### src/rtl/lif_pkg.sv
// Shared definitions for the LIF neuron array and the spike AER encoder:
// default sizes, address-width derivation, event word layout and the
// saturating drop-counter helper.
package lif_pkg;

  localparam int N_NEURONS_DEF  = 4;
  localparam int TS_W_DEF       = 6;
  localparam int FIFO_DEPTH_DEF = 8;

  // Drop counter is a fixed 8-bit saturating counter.
  localparam int DROP_CNT_W = 8;

  // Number of address bits needed to name n neurons (at least one bit).
  function automatic int addr_w_f(input int n);
    return (n <= 2) ? 1 : $clog2(n);
  endfunction

  // Event word is {ts, addr}; the timestamp field starts right above the address.
  function automatic int ts_lsb_f(input int addr_w);
    return addr_w;
  endfunction

  // Add a small count to the drop counter, clamping at all-ones.
  function automatic logic [DROP_CNT_W-1:0] drop_sat_add(
    input logic [DROP_CNT_W-1:0] base,
    input logic [4:0]            inc
  );
    logic [DROP_CNT_W:0] sum;
    sum = {1'b0, base} + (DROP_CNT_W+1)'(inc);
    return sum[DROP_CNT_W] ? {DROP_CNT_W{1'b1}} : sum[DROP_CNT_W-1:0];
  endfunction

endpackage

### src/rtl/sync_fifo.sv
// First-word-fall-through synchronous FIFO. The head entry is always visible
// on rdata (zero when empty). A push while full is accepted only if a pop
// happens on the same edge; a pop while empty is ignored.
module sync_fifo #(
  parameter int WIDTH = 8,
  parameter int DEPTH = 8,
  localparam int PW   = $clog2(DEPTH),
  localparam int CW   = PW + 1
) (
  input  logic             clk,
  input  logic             rst_n,
  input  logic             push,
  input  logic [WIDTH-1:0] wdata,
  input  logic             pop,
  output logic [WIDTH-1:0] rdata,
  output logic [CW-1:0]    count,
  output logic             full,
  output logic             empty
);

  logic [WIDTH-1:0] mem [DEPTH];
  logic [PW-1:0]    wr_ptr;
  logic [PW-1:0]    rd_ptr;
  logic             wr_en;
  logic             rd_en;

  assign empty = (count == '0);
  assign full  = (count == CW'(DEPTH));
  assign rd_en = pop && !empty;
  assign wr_en = push && (!full || rd_en);
  assign rdata = empty ? '0 : mem[rd_ptr];

  // Storage array; not reset because rdata is masked while empty.
  always_ff @(posedge clk) begin
    if (wr_en) mem[wr_ptr] <= wdata;
  end

  // Pointer and occupancy bookkeeping; simultaneous push and pop keeps count.
  always_ff @(posedge clk or negedge rst_n) begin
    if (!rst_n) begin
      wr_ptr <= '0;
      rd_ptr <= '0;
      count  <= '0;
    end else begin
      if (wr_en) wr_ptr <= wr_ptr + 1'b1;
      if (rd_en) rd_ptr <= rd_ptr + 1'b1;
      case ({wr_en, rd_en})
        2'b10:   count <= count + 1'b1;
        2'b01:   count <= count - 1'b1;
        default: count <= count;
      endcase
    end
  end

endmodule

### src/rtl/spike_aer_encoder.sv
// Spike-to-address-event encoder. Each neuron has a one-deep pending slot
// holding the timestamp of its latest spike; a fixed-priority arbiter moves
// one pending event per cycle into an FWFT FIFO that feeds the output stream.
//
// Output handshake: ev_valid/ev_data describe the FIFO head; the event is
// transferred on a clk edge where ev_valid && ev_ready. While ev_valid is high
// and ev_ready low, ev_valid and ev_data hold steady. ev_valid never depends
// on ev_ready.
module spike_aer_encoder
  import lif_pkg::*;
#(
  parameter int N_NEURONS  = N_NEURONS_DEF,
  parameter int ADDR_W     = addr_w_f(N_NEURONS),
  parameter int TS_W       = TS_W_DEF,
  parameter int FIFO_DEPTH = FIFO_DEPTH_DEF,
  localparam int EV_W      = TS_W + ADDR_W,
  localparam int CNT_W     = $clog2(FIFO_DEPTH) + 1
) (
  input  logic                  clk,
  input  logic                  rst_n,
  input  logic                  en,
  input  logic [N_NEURONS-1:0]  spike_in,
  output logic [EV_W-1:0]       ev_data,
  output logic                  ev_valid,
  input  logic                  ev_ready,
  output logic [CNT_W-1:0]      fifo_count,
  output logic                  overflow,
  output logic [DROP_CNT_W-1:0] drop_cnt,
  input  logic                  clr_flags
);

  localparam int TS_LSB = ts_lsb_f(ADDR_W);

  logic [TS_W-1:0]      ts;
  logic [N_NEURONS-1:0] pending;
  logic [TS_W-1:0]      ts_cap [N_NEURONS];

  logic [ADDR_W-1:0]    sel;
  logic                 fifo_full;
  logic                 fifo_empty;
  logic                 pop;
  logic                 push_ok;
  logic [N_NEURONS-1:0] push_mask;
  logic [N_NEURONS-1:0] set_mask;
  logic [N_NEURONS-1:0] drop_mask;
  logic [4:0]           n_drop;
  logic [EV_W-1:0]      push_data;

  assign ev_valid = !fifo_empty;
  assign pop      = ev_valid && ev_ready;
  // A full FIFO still takes a push if the head leaves on the same edge.
  assign push_ok  = (|pending) && (!fifo_full || pop);

  // Fixed-priority arbiter: lowest-index pending neuron wins.
  always_comb begin
    sel = '0;
    for (int i = N_NEURONS - 1; i >= 0; i--) begin
      if (pending[i]) sel = ADDR_W'(i);
    end
  end

  // One-hot of the neuron being pushed this edge and the event word it forms.
  always_comb begin
    push_mask = '0;
    for (int i = 0; i < N_NEURONS; i++) begin
      push_mask[i] = push_ok && (sel == ADDR_W'(i));
    end
    push_data                    = '0;
    push_data[TS_LSB +: TS_W]    = ts_cap[sel];
    push_data[ADDR_W-1:0]        = sel;
  end

  // Capture decision: a slot accepts a spike if it is free or being emptied
  // this edge; otherwise the spike is dropped and counted.
  always_comb begin
    set_mask  = '0;
    drop_mask = '0;
    n_drop    = '0;
    for (int i = 0; i < N_NEURONS; i++) begin
      if (en && spike_in[i]) begin
        if (!pending[i] || push_mask[i]) set_mask[i]  = 1'b1;
        else                             drop_mask[i] = 1'b1;
      end
      n_drop = n_drop + 5'(drop_mask[i]);
    end
  end

  // Timestamp counter; free-running modulo 2^TS_W while enabled.
  always_ff @(posedge clk or negedge rst_n) begin
    if (!rst_n) ts <= '0;
    else if (en) ts <= ts + 1'b1;
  end

  // Pending slots and their captured (pre-increment) timestamps.
  always_ff @(posedge clk or negedge rst_n) begin
    if (!rst_n) begin
      pending <= '0;
      for (int i = 0; i < N_NEURONS; i++) ts_cap[i] <= '0;
    end else begin
      pending <= (pending & ~push_mask) | set_mask;
      for (int i = 0; i < N_NEURONS; i++) begin
        if (set_mask[i]) ts_cap[i] <= ts;
      end
    end
  end

  // Sticky overflow and saturating drop counter; a drop beats a clear.
  always_ff @(posedge clk or negedge rst_n) begin
    if (!rst_n) begin
      overflow <= 1'b0;
      drop_cnt <= '0;
    end else if (n_drop != '0) begin
      overflow <= 1'b1;
      drop_cnt <= drop_sat_add(clr_flags ? '0 : drop_cnt, n_drop);
    end else if (clr_flags) begin
      overflow <= 1'b0;
      drop_cnt <= '0;
    end
  end

  sync_fifo #(
    .WIDTH (EV_W),
    .DEPTH (FIFO_DEPTH)
  ) u_fifo (
    .clk   (clk),
    .rst_n (rst_n),
    .push  (push_ok),
    .wdata (push_data),
    .pop   (pop),
    .rdata (ev_data),
    .count (fifo_count),
    .full  (fifo_full),
    .empty (fifo_empty)
  );

endmodule

### config.mk
export PLATFORM = sky130hd
export DESIGN_NAME = spike_aer_encoder
export DESIGN_NICKNAME = d
export VERILOG_FILES = /design/src/rtl/lif_pkg.sv /design/src/rtl/sync_fifo.sv /design/src/rtl/spike_aer_encoder.sv
export SDC_FILE = /design/constraint.sdc
export NUM_CORES = 1
export LEC_CHECK = 0
export CELL_PAD_IN_SITES_DETAIL_PLACEMENT = 0
export CELL_PAD_IN_SITES_GLOBAL_PLACEMENT = 2
export CORE_MARGIN = 4
export CORE_UTILIZATION = 43
export CTS_CLUSTER_SIZE = 10
export DETAILED_ROUTE_END_ITERATION = 6
export PLACE_DENSITY = 0.83
export RECOVER_POWER = 100
export SETUP_SLACK_MARGIN = 0.1
export SLEW_MARGIN = 15
export SYNTH_ARGS = -nofsm -noshare
export SYNTH_HDL_FRONTEND = slang
export SYNTH_HIERARCHICAL = 1
export SYNTH_SLANG_ARGS = --single-unit
### constraint.sdc
create_clock -name clk -period 5.73 [get_ports clk]
set_input_delay 1.719 -clock clk [delete_from_list [all_inputs] [get_ports clk]]
set_output_delay 1.719 -clock clk [all_outputs]
set_load 0.01 [all_outputs]
# ---- Word level (Yosys, flattened, before mapping)
# Memories as Yosys holds them, arrays and structs flattened.
# Cells that the tools add are included.
dict set report totals {
  ff_bits 53
  ram_bits 64
  input_bits 9
  output_inout_bits 22
  wordCells 94
  n_memories 1
}
# memory words width rd rd_clocked_by_memory_dff write_ports line_no
set memory_table {}
lappend memory_table {u_fifo.mem 8 8 1 0 1 sync_fifo.sv:21} ;# logic [WIDTH-1:0] mem [DEPTH];
dict set report classes {
  addsub 9
  order_cmp 1
  eq_ne 6
  n_mux 32
  bitwise_logic 4
  reduce_logical 30
}
# op count
set op_table {}
lappend op_table {{2-to-1 mux 8 bit} 4}
lappend op_table {{2-to-1 mux 1 bit} 20}
lappend op_table {{binary-select mux 6 bit (select 2 bit)} 1}
lappend op_table {{logical AND 1 bit} 12}
lappend op_table {{2-to-1 mux 6 bit} 2}
lappend op_table {{adder 8 x 4 -> 9 bit} 1}
lappend op_table {{2-to-1 mux 2 bit} 4}
lappend op_table {{case mux 4 bit (2 select lines)} 1}
lappend op_table {{adder 3 x 1 -> 3 bit, second input constant} 2}
lappend op_table {{adder 6 x 1 -> 6 bit, second input constant} 1}
lappend op_table {{== test 2 bit, second input constant} 3}
lappend op_table {{logical NOT 1 bit} 6}
lappend op_table {{logical OR 1 bit} 6}
lappend op_table {{nonzero test 5 bit} 1}
lappend op_table {{adder 3 x 1 -> 4 bit} 1}
lappend op_table {{adder 4 x 1 -> 4 bit, second input constant} 1}
lappend op_table {{AND 4 bit} 1}
lappend op_table {{== test 2 x 1 -> 1 bit, second input constant} 2}
lappend op_table {{== test 4 bit, second input constant} 1}
lappend op_table {{logical NOT 4 bit} 1}
lappend op_table {{NOT 4 bit} 1}
lappend op_table {{bitwise OR 4 bit} 1}
lappend op_table {{nonzero test 2 bit} 2}
lappend op_table {{OR reduction 4 bit} 1}
lappend op_table {{other kinds (6)} 6}

# ---- Logic depth before layout (Yosys ltp)
dict set report logic_depth {
  word_depth 15
  depth_mapped 15
  depth_no_buf 14
}

# ---- Modules after synthesis
# Netlist, hierarchy kept.
# module n_inst cells_each area_each_um2 seq_area_each_um2
set modules_own_cells {}
lappend modules_own_cells {sync_fifo 1 172 3106.7 2172.1}
lappend modules_own_cells {spike_aer_encoder 1 188 2167.1 1076.0}

# ---- Least setup slack after synthesis
# OpenSTA, ideal clock, no wires.
dict set report synth_path {
  kind {input to register}
  from {in ev_ready}
  to {reg drop_cnt[7]}
  setup_time_ns 0.118
  arrival_time_ns 4.562
  required_time_ns 5.612
  setup_slack_ns 1.050
  stages 12
  path_buffers 0
  cell_sequence {and2b_1 nor2_1 nand4_1 fa_1 inv_1 ha_1 ha_1 fa_1 a21oi_1 nor3b_2 a32o_1 a21o_1}
}
dict set report synth_between {
  elab_chain_len 13
  elab_cells_between_ends 26
  classes_between {add/sub (4); mux (10); reduce/logical (12)}
}
# item line_no
set synth_lines {}
lappend synth_lines {{from (decl)} spike_aer_encoder.sv:25} ;# input logic ev_ready,
lappend synth_lines {{logical AND 1 bit *} spike_aer_encoder.sv:50} ;# assign pop = ev_valid && ev_ready;
lappend synth_lines {{logical OR 1 bit *} spike_aer_encoder.sv:52} ;# assign push_ok = (|pending) && (!fifo_full || pop);
lappend synth_lines {{logical AND 1 bit *} spike_aer_encoder.sv:52}
lappend synth_lines {{logical AND 1 bit} spike_aer_encoder.sv:66} ;# push_mask[i] = push_ok && (sel == ADDR_W'(i));
lappend synth_lines {{logical OR 1 bit} spike_aer_encoder.sv:81} ;# if (!pending[i] || push_mask[i]) set_mask[i] = 1'b1;
lappend synth_lines {{2-to-1 mux 1 bit} spike_aer_encoder.sv:81}
lappend synth_lines {{2-to-1 mux 1 bit} spike_aer_encoder.sv:80} ;# if (en && spike_in[i]) begin
lappend synth_lines {{adder 1 x 1 -> 2 bit} spike_aer_encoder.sv:84} ;# n_drop = n_drop + 5'(drop_mask[i]);
lappend synth_lines {{adder 2 x 1 -> 3 bit} spike_aer_encoder.sv:84}
lappend synth_lines {{adder 3 x 1 -> 4 bit *} spike_aer_encoder.sv:84}
lappend synth_lines {{adder 8 x 4 -> 9 bit} lif_pkg.sv:29} ;# sum = {1'b0, base} + (DROP_CNT_W+1)'(inc);
lappend synth_lines {{2-to-1 mux 8 bit} lif_pkg.sv:30} ;# return sum[DROP_CNT_W] ? {DROP_CNT_W{1'b1}} : sum[DROP_CNT_W-1:0];
lappend synth_lines {{2-to-1 mux 8 bit *} spike_aer_encoder.sv:112} ;# end else if (n_drop != '0) begin
lappend synth_lines {{to (signal assigned)} spike_aer_encoder.sv:114} ;# drop_cnt <= drop_sat_add(clr_flags ? '0 : drop_cnt, n_drop);
lappend synth_lines {{to (decl)} spike_aer_encoder.sv:28} ;# output logic [DROP_CNT_W-1:0] drop_cnt,
# Every way passes the cells marked *; elsewhere a longest branch is shown, timed or not.
# A chain may end at the register's enable or synchronous reset.

# ---- Worst setup path after layout
dict set report layout_path {
  from {in ev_ready}
  to {reg drop_cnt[7]}
}
dict set report layout_between {
  elab_chain_len 13
  elab_cells_between_ends 26
  classes_between {add/sub (4); mux (10); reduce/logical (12)}
}
# item line_no
set layout_lines {}
lappend layout_lines {{logical AND 1 bit *} spike_aer_encoder.sv:50}
lappend layout_lines {{via pop} spike_aer_encoder.sv:41} ;# logic pop;
lappend layout_lines {{logical OR 1 bit *} spike_aer_encoder.sv:52}
lappend layout_lines {{logical AND 1 bit *} spike_aer_encoder.sv:52}
lappend layout_lines {{logical AND 1 bit} spike_aer_encoder.sv:66}
lappend layout_lines {{logical OR 1 bit} spike_aer_encoder.sv:81}
lappend layout_lines {{2-to-1 mux 1 bit} spike_aer_encoder.sv:81}
lappend layout_lines {{2-to-1 mux 1 bit} spike_aer_encoder.sv:80}
lappend layout_lines {{adder 1 x 1 -> 2 bit} spike_aer_encoder.sv:84}
lappend layout_lines {{adder 2 x 1 -> 3 bit} spike_aer_encoder.sv:84}
lappend layout_lines {{adder 3 x 1 -> 4 bit *} spike_aer_encoder.sv:84}
lappend layout_lines {{adder 8 x 4 -> 9 bit} lif_pkg.sv:29}
lappend layout_lines {{2-to-1 mux 8 bit} lif_pkg.sv:30}
lappend layout_lines {{2-to-1 mux 8 bit *} spike_aer_encoder.sv:112}
# Mark *: on every way through the listed nets, which the timed path passes. The rest lies on a longest branch.

==> metrics.yaml <==
cts:
  tritoncts: "built"
  htree_levels: 4
  cts_buffers: 17
  cts_sinks: 117
  path_clk_slew_ns: 0.06
  root_buffer: "clkbuf_16"
  cts_max_path_buffers: 2
  insertion_delay_ns: 0.40
  cts_resized: 0
  cts_hold_buf: 0
  postCtsSetupRepairBufs: 0
power_and_ir_drop:
  leakage_nw: 2.498
  ir_drop_mv: 0.1961
  power_density_nw_per_um2: 568.6
grt:
  antenna_found_initial: 0
  grt_overflow: 0
  grt_usage: 0.1506
  top_usage_layer: "met2"
  grt_start_max_net_pins: 54
  met2_usage: 0.2348
  globalRouteMet3Util: 0.04785
  grt_pass1_wl_um: 16530
  grt_pass1_vias: 3145
  grt_use_met1: 0.2017
sta:
  clock_skew_ns: 0.007174
  tightest_slew_ns: 2.850
  slew_headroom: -0.9002
  hold_viol_final: 0
  hold_ws_ns: 0.5050
  layout_setup_ws_ns: 0.7821
  maxSlewViolCount: 69
  finalSetupViolations: 0
  setup_tns_ns: 0
  period_minus_slack_ns: 4.948
  post-route-period-util: 0.8635
  grt_setup_unrepaired: "no"
  max_freq_mhz: 202.1
floorplanning:
  die_w_um: 118.7
  rows: 40
  design.die.area_sq_um: 14100
  die_h_um: 118.7
  coreArea_sq_um: 12010
  initial_utilization: 0.4391
  io_pins: 31
place:
  placed_area_sq_um: 5767
  routabilityCongestion: 0.7762
  place_ws_ns: 0.4655
  port-buffer-count: 30
  dp_hpwl_um: 6670
critical_path:
  crit_fanout: 12
  path_cells: "dlygate4sd3_1, and2b_1, o21ai_0, nand4_1, fa_1, inv_1, ha_1, ha_1, fa_1, a21oi_1, nor3b_2, a32o_1, a21o_1"
  crit_family: "adder cells"
  cp-end-kind: "flop"
  slowest_delay_ns: 0.53
  cp_num_buf_inv: 2
  critPathLaunchType: "input pin"
  crit_type: "input pin to flop"
  worstPathArrival_ns: 5.25
  required_ns: 6.03
  cpMaxStageDelayCell: "dlygate4sd3_1"
  reg2reg_slack_ns: 0.92
synth:
  synth_cell_types: 49
  postSynth.asyncResetShare: 0.4530
  synthesis.area_sq_um: 5274
  synth_top_area_cell: "edfxtp_1"
  synth_fp_nets: 382
  avgSynthCellArea_sq_um: 14.65
  yosysTopAreaCellShare: 0.3644
  ys.flop_type: "edfxtp_1"
  seq_area_frac_synth: 0.6159
  yosysWarnings: 6
  synth_area_leaders: "edfxtp_1 36%, dfrtp_1 25%, mux4_2 6.8%"
  syn_inst: 360
  synth_seq_cells: 117
  synth_edf_count: 64
detailed_routing:
  drc: 0
  wire_per_inst_um: 16.87
  firstDrtPassIters: 6
  drtIter0Drc: 144
  ant_nets: 0
  wl_um: 9597
  via_per_inst: 5.297
  num_vias: 3014
finish:
  diodes: 0
  syn2layout_area_growth_pct: 18.60
  final_nets: 431
  drive_gt1_frac: 0.1896
  finalInstanceArea_sq_um: 6255
run_status:
  violations: "capacitance limit, slew limit"
  status: "finished, violations left"
min_path:
  hold_path.class: "flop to flop"
job:
  maxCapViolCount: 2
[sequential cells by signal, indices dropped and copies added (netlist names)]
signal         count
overflow           1
ts                 6
u_fifo/count       4
u_fifo/mem        64
pending            4
drop_cnt           8
u_fifo/rd_ptr      3
ts_cap            24
u_fifo/wr_ptr      3
[synthesized netlist by cell type (2+ instances only)]
master and instances:
a211oi_1 2, a21o_1 2, a21oi_1 7, a22oi_1 6
a31oi_1 3, and2b_1 2, buf_2 4, buf_6 3
clkbuf_1 3, dfrtp_1 53, edfxtp_1 64, fa_1 3
ha_1 10, inv_1 13, mux2_2 26, mux2i_1 17
mux4_2 16, nand2_1 23, nand2b_1 6, nand3_1 3
nand4_1 5, nor2_1 30, nor2b_1 5, nor3_1 3
o21a_1 2, o21ai_0 13, o21ai_2 2, or3_1 2
xnor2_1 8, xor2_1 5
[final cells by class]
type	instances	area [sq um]
fill	996	5757
sequential	117	3249
multi-input combinational	219	1863
clock buffer	18	429.2
timing repair buffer	41	340.3
tap	147	183.9
clock inverter	14	140.1
inverter	13	48.80
[cells by family (layout without fill, tap and decap cells)]
logic type | Yosys count | in the layout | share of synthesized area
xor gates and xnor gates | 13 | 13 | 0.02159
buffers and inverters | 24 | 86 | 0.02230
adders and majority gates | 13 | 13 | 0.03511
muxes | 60 | 60 | 0.1590
and+or+nand+nor | 87 | 87 | 0.08398
DFF | 117 | 117 | 0.6159
AOI/OAI and AO/OA | 46 | 46 | 0.06216
[placed cells by master, fill, tap and decap left out, types with 10 or more instances in the layout]
cell type / n
edfxtp_1: 64
dfrtp_1: 52
nor2_1: 31
mux2_2: 26
nand2_1: 23
dlygate4sd3_1: 23
mux2i_1: 17
clkbuf_16: 17
mux4_2: 16
o21ai_0: 15
inv_1: 13
clkbuf_1: 11
ha_1: 10
[routing by layer]
layer | up-vias | part of all wire
met5 | - | 0
met4 | 0 | 0.016
li1 | 1452 | -
met3 | 15 | 0.030
met1 | 1495 | 0.47
met2 | 52 | 0.49
[metrics by stage]
stage	total power, mW	util	std cells
after detailed placement	2.666	0.4801	537
after global placement	2.615	0.4801	537
after global routing	3.798	0.5207	569
after floorplan	2.230	-	360
after CTS	3.678	0.5275	569
final	3.557	0.5207	569
[power breakdown]
group	internal [mW]	switching [mW]	leakage, nW
Clock	0.609	0.393	0.280
Combinational	0.536	0.498	0.976
Sequential	1.28	0.244	1.24
Total	2.42	1.14	2.50
[path summary, 6_finish.rpt]
kind / startpoint / cells past startpoint / end
min in group asynchronous: rst_n / 2 / drop_cnt[3]
max in group asynchronous: rst_n / 2 / u_fifo/rd_ptr[0]
hold / removal: ts_cap[6] / 1 / ts_cap[6]
setup / recovery: ev_ready / 13 / drop_cnt[7]
setup reg to reg: u_fifo/count[1] / 14 / drop_cnt[7]
hold reg to reg: ts_cap[6] / 1 / ts_cap[6]
Power figures use the tool's default switching activity.
